<file path="config.mk">
export PLATFORM = sky130hd
export DESIGN_NAME = mult_share_arbiter_flat
export DESIGN_NICKNAME = d
export VERILOG_FILES = /design/src/rtl/mult_share_arbiter_if.sv /design/src/rtl/mult_share_arbiter.sv /design/src/flat_wrapper.sv
export SDC_FILE = /design/constraint.sdc
export NUM_CORES = 1
export LEC_CHECK = 0
export ABC_AREA = 1
export CORE_ASPECT_RATIO = 1.1
export CORE_MARGIN = 5
export CORE_UTILIZATION = 39
export DETAILED_ROUTE_END_ITERATION = 16
export HOLD_SLACK_MARGIN = 0.06
export MAX_ROUTING_LAYER = met4
export PLACE_DENSITY = 0.77
export SYNTH_ARGS = -nofsm -noshare
export SYNTH_HDL_FRONTEND = slang
export SYNTH_SLANG_ARGS = --single-unit
</file>
<file path="constraint.sdc">
create_clock -name clk -period 3.3 [get_ports clk]
set_input_delay 0.66 -clock clk [delete_from_list [all_inputs] [get_ports clk]]
set_output_delay 0.66 -clock clk [all_outputs]
set_load 0.01 [all_outputs]
</file>
<file path="src/rtl/mult_share_arbiter_if.sv">
// mult_share_arbiter_if
//  Client request/response bundle plus the pins of the shared multiplier.
//  master : client side + multiplier (drives requests, operands results back)
//  slave  : arbiter side
//  req_valid/req_ready/req_a/req_b : per-requester issue handshake, packed operands
//  rsp_valid/rsp_data              : one-cycle result pulse to owning requester
//  mul_a/mul_b/mul_valid_in        : operands and strobe toward the multiplier
//  mul_out/mul_valid_out           : multiplier result and valid
interface mult_share_arbiter_if #(
  parameter int unsigned NUM_REQ      = 4,
  parameter int unsigned DATA_WIDTH   = 8,
  parameter int unsigned RESULT_WIDTH = 16
);
  logic [NUM_REQ-1:0]            req_valid;
  logic [NUM_REQ-1:0]            req_ready;
  logic [NUM_REQ*DATA_WIDTH-1:0] req_a;
  logic [NUM_REQ*DATA_WIDTH-1:0] req_b;
  logic [NUM_REQ-1:0]            rsp_valid;
  logic [RESULT_WIDTH-1:0]       rsp_data;
  logic [DATA_WIDTH-1:0]         mul_a;
  logic [DATA_WIDTH-1:0]         mul_b;
  logic                          mul_valid_in;
  logic [RESULT_WIDTH-1:0]       mul_out;
  logic                          mul_valid_out;

  modport master (
    output req_valid, req_a, req_b, mul_out, mul_valid_out,
    input  req_ready, rsp_valid, rsp_data, mul_a, mul_b, mul_valid_in
  );

  modport slave (
    input  req_valid, req_a, req_b, mul_out, mul_valid_out,
    output req_ready, rsp_valid, rsp_data, mul_a, mul_b, mul_valid_in
  );
endinterface

</file>
<file path="src/rtl/mult_share_arbiter.sv">
// mult_share_arbiter
//  Shares one pipelined multiplier among NUM_REQ requesters: round-robin
//  grant (one issue per cycle), ID tag pipe aligned with the multiplier
//  latency, and result routed back to the issuing requester.
//  Ports:
//   clk, rst_n   : clock, asynchronous active-low reset
//   bus (slave)  : request handshake, response pulse, multiplier pins
//   hold_i       : stop granting and drain in-flight operations
//   idle_o       : held and fully drained
//   err_o        : sticky, multiplier valid disagreed with the tag pipe
//   grant_cnt_o  : per-requester 16-bit grant counters (MULT_ARB_STATS_EN only)
//  Optional feature macro: MULT_ARB_STATS_EN
module mult_share_arbiter #(
  parameter int unsigned NUM_REQ      = 4,
  parameter int unsigned DATA_WIDTH   = 8,
  parameter int unsigned RESULT_WIDTH = 16,
  parameter int unsigned MUL_LATENCY  = 2
) (
  input  logic                 clk,
  input  logic                 rst_n,
  mult_share_arbiter_if.slave  bus,
  input  logic                 hold_i,
  output logic                 idle_o,
  output logic                 err_o
`ifdef MULT_ARB_STATS_EN
  ,
  output logic [NUM_REQ*16-1:0] grant_cnt_o
`endif
);
  localparam int unsigned ID_W  = $clog2(NUM_REQ);
  localparam int unsigned CNT_W = 16;

  typedef enum logic [1:0] {
    S_RUN   = 2'd0,
    S_DRAIN = 2'd1,
    S_HOLD  = 2'd2
  } state_e;

  typedef struct packed {
    logic            v;
    logic [ID_W-1:0] id;
  } tag_t;

  state_e                  state_q, state_d;
  logic [ID_W-1:0]         rr_ptr_q, rr_ptr_d;
  logic                    mul_valid_in_q, mul_valid_in_d;
  logic [DATA_WIDTH-1:0]   mul_a_q, mul_a_d;
  logic [DATA_WIDTH-1:0]   mul_b_q, mul_b_d;
  logic [ID_W-1:0]         issue_id_q, issue_id_d;
  tag_t [MUL_LATENCY-1:0]  tag_q;
  logic [NUM_REQ-1:0]      rsp_valid_q, rsp_valid_d;
  logic [RESULT_WIDTH-1:0] rsp_data_q, rsp_data_d;
  logic                    err_q, err_d;
  logic                    idle_q;
  logic [NUM_REQ-1:0]      grant_c;
  logic [ID_W-1:0]         cand;
  logic                    found;
  logic                    busy;
  tag_t                    tail;

  // Cyclic increment of a requester index.
  function automatic logic [ID_W-1:0] wrap_add(input logic [ID_W-1:0] base,
                                               input int unsigned     k);
    return ID_W'((32'(base) + k) % NUM_REQ);
  endfunction

  assign tail = tag_q[MUL_LATENCY-1];

  // Anything issued and not yet returned by the multiplier.
  always_comb begin
    busy = mul_valid_in_q;
    for (int unsigned i = 0; i < MUL_LATENCY; i++) begin
      busy = busy | tag_q[i].v;
    end
  end

  // Next state, round-robin grant, issue selection, response routing.
  always_comb begin
    state_d        = state_q;
    rr_ptr_d       = rr_ptr_q;
    grant_c        = '0;
    cand           = '0;
    found          = 1'b0;
    issue_id_d     = issue_id_q;
    mul_valid_in_d = 1'b0;
    mul_a_d        = mul_a_q;
    mul_b_d        = mul_b_q;
    rsp_valid_d    = '0;
    rsp_data_d     = rsp_data_q;
    err_d          = err_q | (tail.v != bus.mul_valid_out);

    unique case (state_q)
      S_RUN:   if (hold_i) state_d = S_DRAIN;
      S_DRAIN: begin
        if (!hold_i)    state_d = S_RUN;
        else if (!busy) state_d = S_HOLD;
      end
      S_HOLD:  if (!hold_i) state_d = S_RUN;
      default: state_d = S_RUN;
    endcase

    // rst_n gate keeps the grant quiet while the block is held in reset.
    if (rst_n && (state_q == S_RUN) && !hold_i) begin
      for (int unsigned k = 0; k < NUM_REQ; k++) begin
        cand = wrap_add(rr_ptr_q, k);
        if (!found && bus.req_valid[cand]) begin
          found      = 1'b1;
          issue_id_d = cand;
        end
      end
    end

    if (found) begin
      grant_c[issue_id_d] = 1'b1;
      rr_ptr_d            = wrap_add(issue_id_d, 1);
      mul_valid_in_d      = 1'b1;
    end

    for (int unsigned i = 0; i < NUM_REQ; i++) begin
      if (grant_c[i]) begin
        mul_a_d = bus.req_a[i*DATA_WIDTH +: DATA_WIDTH];
        mul_b_d = bus.req_b[i*DATA_WIDTH +: DATA_WIDTH];
      end
    end

    // A result is only delivered when the tag and the multiplier agree.
    if (tail.v && bus.mul_valid_out) begin
      rsp_valid_d[tail.id] = 1'b1;
      rsp_data_d           = bus.mul_out;
    end
  end

  // State and datapath registers.
  always_ff @(posedge clk or negedge rst_n) begin
    if (!rst_n) begin
      state_q        <= S_RUN;
      rr_ptr_q       <= '0;
      mul_valid_in_q <= 1'b0;
      mul_a_q        <= '0;
      mul_b_q        <= '0;
      issue_id_q     <= '0;
      tag_q          <= '0;
      rsp_valid_q    <= '0;
      rsp_data_q     <= '0;
      err_q          <= 1'b0;
      idle_q         <= 1'b0;
    end else begin
      state_q        <= state_d;
      rr_ptr_q       <= rr_ptr_d;
      mul_valid_in_q <= mul_valid_in_d;
      mul_a_q        <= mul_a_d;
      mul_b_q        <= mul_b_d;
      issue_id_q     <= issue_id_d;
      tag_q[0]       <= {mul_valid_in_q, issue_id_q};
      for (int unsigned i = 1; i < MUL_LATENCY; i++) begin
        tag_q[i] <= tag_q[i-1];
      end
      rsp_valid_q    <= rsp_valid_d;
      rsp_data_q     <= rsp_data_d;
      err_q          <= err_d;
      idle_q         <= (state_d == S_HOLD);
    end
  end

`ifdef MULT_ARB_STATS_EN
  logic [NUM_REQ-1:0][CNT_W-1:0] grant_cnt_q;

  // Free-running per-requester grant counters, wrap at 16 bits.
  always_ff @(posedge clk or negedge rst_n) begin
    if (!rst_n) begin
      grant_cnt_q <= '0;
    end else begin
      for (int unsigned i = 0; i < NUM_REQ; i++) begin
        if (grant_c[i]) grant_cnt_q[i] <= grant_cnt_q[i] + CNT_W'(1);
      end
    end
  end

  assign grant_cnt_o = grant_cnt_q;
`endif

  assign bus.req_ready    = grant_c;
  assign bus.rsp_valid    = rsp_valid_q;
  assign bus.rsp_data     = rsp_data_q;
  assign bus.mul_a        = mul_a_q;
  assign bus.mul_b        = mul_b_q;
  assign bus.mul_valid_in = mul_valid_in_q;
  assign idle_o           = idle_q;
  assign err_o            = err_q;
endmodule
</file>
<file path="src/flat_wrapper.sv">
// flat-port wrapper written by rule: the top's interface ports become plain ports
module mult_share_arbiter_flat 
#(
  parameter int unsigned NUM_REQ      = 4,
  parameter int unsigned DATA_WIDTH   = 8,
  parameter int unsigned RESULT_WIDTH = 16,
  parameter int unsigned MUL_LATENCY  = 2
)
  (clk, rst_n, hold_i, idle_o, err_o, bus_req_valid, bus_req_a, bus_req_b, bus_mul_out, bus_mul_valid_out, bus_req_ready, bus_rsp_valid, bus_rsp_data, bus_mul_a, bus_mul_b, bus_mul_valid_in);
  mult_share_arbiter_if #(.NUM_REQ(NUM_REQ), .DATA_WIDTH(DATA_WIDTH), .RESULT_WIDTH(RESULT_WIDTH)) bus_i ();
  input  logic clk;
  input  logic rst_n;
  input  logic hold_i;
  output logic idle_o;
  output logic err_o;
  input wire logic [$bits(bus_i.req_valid)-1:0] bus_req_valid;
  input wire logic [$bits(bus_i.req_a)-1:0] bus_req_a;
  input wire logic [$bits(bus_i.req_b)-1:0] bus_req_b;
  input wire logic [$bits(bus_i.mul_out)-1:0] bus_mul_out;
  input wire logic [$bits(bus_i.mul_valid_out)-1:0] bus_mul_valid_out;
  output wire logic [$bits(bus_i.req_ready)-1:0] bus_req_ready;
  output wire logic [$bits(bus_i.rsp_valid)-1:0] bus_rsp_valid;
  output wire logic [$bits(bus_i.rsp_data)-1:0] bus_rsp_data;
  output wire logic [$bits(bus_i.mul_a)-1:0] bus_mul_a;
  output wire logic [$bits(bus_i.mul_b)-1:0] bus_mul_b;
  output wire logic [$bits(bus_i.mul_valid_in)-1:0] bus_mul_valid_in;
  assign bus_i.req_valid = bus_req_valid;
  assign bus_i.req_a = bus_req_a;
  assign bus_i.req_b = bus_req_b;
  assign bus_i.mul_out = bus_mul_out;
  assign bus_i.mul_valid_out = bus_mul_valid_out;
  assign bus_req_ready = bus_i.req_ready;
  assign bus_rsp_valid = bus_i.rsp_valid;
  assign bus_rsp_data = bus_i.rsp_data;
  assign bus_mul_a = bus_i.mul_a;
  assign bus_mul_b = bus_i.mul_b;
  assign bus_mul_valid_in = bus_i.mul_valid_in;
  mult_share_arbiter #(.NUM_REQ(NUM_REQ), .DATA_WIDTH(DATA_WIDTH), .RESULT_WIDTH(RESULT_WIDTH), .MUL_LATENCY(MUL_LATENCY)) u_core (.clk(clk), .rst_n(rst_n), .bus(bus_i), .hold_i(hold_i), .idle_o(idle_o), .err_o(err_o));
endmodule
</file>
==> results of run 1 <==
==> per-layer routing <==
metal,vias up,track usage
met3,16,0.0316
met4,0,0.0591
met5,-,-
met1,1574,0.244
met2,128,0.319
li1,1739,-
==> synthesized netlist by cell type, types with 6 or more instances <==
cell type / n / area (um^2)
nand3_1: 19 / 95.1
nand2_1: 176 / 661
dfrtp_1: 51 / 1280
nand4_1: 34 / 213
buf_2: 6 / 30.0
nor2_1: 23 / 86.3
a21oi_1: 18 / 90.1
o21ai_0: 6 / 30.0
clkbuf_1: 7 / 26.3
inv_1: 69 / 259
==> power by group through the flow <==
| stage | registers [mW] | clock network (mW) | logic [mW] |
|---|---|---|---|
| after CTS | 1.03 | 0.443 | 1.97 |
| after global placement | 1.03 | 0 | 1.74 |
| after floorplan | 1.09 | 0 | 0.901 |
| after global routing | 1.07 | 0.467 | 2.27 |
| final | 1.03 | 0.434 | 2.10 |
| after detailed placement | 1.04 | 0 | 1.79 |
==> through the flow <==
stage	hold WS [ns]	area, um^2	TNS [ns]	std cells	total power, mW
final	0.357	5070	0	724	3.56
after global routing	0.363	5070	-0.157	724	3.81
after CTS	0.358	4970	0	719	3.45
after detailed placement	0.337	4730	-5.51	701	2.83
after global placement	0.336	4730	-3.91	701	2.77
after floorplan	0.331	3210	-0.0741	458	1.99
==> worst register-to-register path, stage by stage (launching register included) <==
cell      delay (ns)
dfrtp_2         0.50
buf_6           0.15
nand2_2         0.05
nand2_2         0.06
nand2_2         0.08
nand2_4         0.07
nor2_4          0.11
nand2_1         0.10
nor2_1          0.11
inv_1           0.06
o21ai_1         0.13
inv_1           0.07
buf_4           0.14
nand2_2         0.07
o21ai_2         0.07
ha_2            0.21
buf_4           0.20
o211ai_4        0.23
buf_12          0.14
nand2_4         0.05
inv_4           0.15
nand2_1         0.09
nand2_1         0.07
==> logic make-up (layout without fill, tap and decap cells) <==
group,count (synthesis),count (layout),share of synthesized area
and+or+nand+nor,272,272,0.382
buffers and inverters,99,257,0.140
DFF,51,51,0.397
AOI/OAI and AO/OA,31,31,0.0616
adders and majority gates,5,5,0.0195
==> flip-flops by register name, summed over array words and instances (netlist names) <==
name and count:
u_core.bus.rsp_data 16, u_core.bus.mul_a 8, u_core.bus.mul_b 8, u_core.tag_q 6, u_core.bus.rsp_valid 4, u_core.issue_id_q 2
u_core.rr_ptr_q 2, u_core.state_q 2, u_core.bus.mul_valid_in 1, u_core.err_o 1, u_core.idle_o 1
==> repair_timing <==
action,in CTS,in global routing
resized for setup,46,22
pin swaps,13,14
setup endpoints to repair,4,20
buffers inserted,10,6
cloned,0,0
==> worst paths after layout <==
check | start | to
worst min-delay path | u_core.tag_q[1] | u_core.tag_q[4]
worst max register to register | u_core.rr_ptr_q[0] | u_core.bus.mul_a[2]
worst max-delay path | u_core.rr_ptr_q[0] | bus_req_ready[3]
max in group asynchronous | rst_n | u_core.rr_ptr_q[0]
worst min register to register | u_core.tag_q[1] | u_core.tag_q[4]
min in group asynchronous | rst_n | u_core.bus.mul_a[4]
==> layout make-up <==
| cell class | count | area, um^2 | area share |
|---|---|---|---|
| flip-flops and latches | 51 | 1280 | 0.252 |
| multi-input cells | 308 | 1590 | 0.314 |
| clock inverters | 3 | 46.3 | 0.00914 |
| inverters | 73 | 282 | 0.0556 |
| well taps | 108 | 135 | 0.0267 |
| repair buffers | 176 | 1660 | 0.328 |
| clock buffers | 5 | 68.8 | 0.0136 |
==> flow_metrics.tcl, run 1 <==
set metrics [dict create \
    status "complete, no violations" \
    cap_violations 0 \
    power.share.clock 0.122 \
    ys_ff_latch 51 \
    dpl.hpwl_um 7560 \
    grt_pass1_wl_um 15300 \
    maxSlewHeadroom 0.589 \
    share_seq_of_total_power 0.290 \
    combPwrFrac 0.588 \
    die_w_um 96.5 \
    drt_iter0_drc 165 \
    cts.path.max_buffers 2 \
    die_h_um 105 \
    post-place-ws_ns -0.662 \
    crit_type "register to primary output" \
    reg2regPathDepth 22 \
    ys.flop_type "dfrtp_1" \
    p_leak_nw 2.63 \
    cts_tree "done" \
    postSynthCellCount 458 \
    die-area_um2 10200 \
    vias 3457 \
    switching_share 0.402 \
    area_delta_synth_final_pct 57.7 \
    grt_usage 0.194 \
    ant_nets 0 \
    holdPathStages 0 \
    final_cell_mix "nand2_1, clkdlybuf4s50_1, inv_1" \
    cp.required_ns 2.64 \
    slowest_stage "dfrtp_2" \
    numCtsBuffers 5 \
    wl_met1_um 4120 \
    hold_class "register to register" \
    htreeDepth 2 \
    fill_cells 697 \
    hold_viol_final 0 \
    wl_per_cell_um 13.9 \
    top_layer_used "met4" \
    final_common_cell "nand2_1" \
    path_buf_inv 6 \
    worstPathMaxFanout 8 \
    syn-num-nets 551 \
    syn_avg_cell_area_um2 7.01 \
    core_area_um2 7960 \
    fin_crit_sh 0.977 \
    synth_seq_area_share 0.397 \
    met3_length_um 808 \
    nets 708 \
    viasPerCell 4.77 \
    worst_path_dominant_cell_family "simple AND/OR/NAND/NOR gates" \
    cts.clk_slew.worst_paths_ns 0.09 \
    cts_root_buf "clkbuf_8" \
    clk_latency_ns 0.30 \
    gr-total-overflow 0 \
    yosysWarnings 0 \
    synth_edf_count 0 \
    antenna_found_initial 0 \
    syn_area_um2 3210 \
    report.final.slew_viol_count 0 \
    async_flop_share 1.00 \
    setup_ws_ns 0.0769 \
    ios 131 \
    finalSetupViolCount 0 \
    drive_gt1_frac 0.177 \
    drc 0 \
    skew_ns 0.00596 \
    min_period_ns 3.22 \
    gp_congestion 0.961 \
    powerDensity_nw_per_um2 704 \
    diodes 0 \
    endpoint_kind "primary output" \
    wl_met2_um 4940 \
    grt_pass1_vias 3222 \
    utilization 0.637 \
    slowest_delay_ns 0.50 \
    clkSinkCount 51 \
    p_switching_mw 1.43 \
    r2r_slack_ns 0.34 \
    crit_arrival_ns 2.56 \
    worst_slew_pin_slew_ns 0.617 \
    fp-row-count 34 \
    crit_cells 16 \
    drt_wl_total_um 10100 \
    cts-hold-fix-buffers 0 \
    path_cells "buf_4 > nand2_1 > nand3_2 > nand2_4 > nor2_4 > nand2_1 > nor2_1 > inv_1 > buf_4 > nand4_1 > a21oi_4 > buf_6 > ha_4 > nand3_2 > inv_2 > buf_6" \
    start_kind "register" \
    fmax_ghz 0.310 \
    initial_utilization 0.404 \
    grt_max_degree 52 \
    internal_power_mw 2.13 \
    ir_drop_v 0.000294 \
    portBuffers 130 \
    firstDrtPassIters 4 \
    synth.distinct_cells 31 \
]
Power figures use the tool's default switching activity.
==> run 2, diff against run 1 <==
Settings changed: SLEW_MARGIN set to 20.
==> results of run 2 <==
Same layout as run 1: the final DEF is identical, and so are final timing and power.
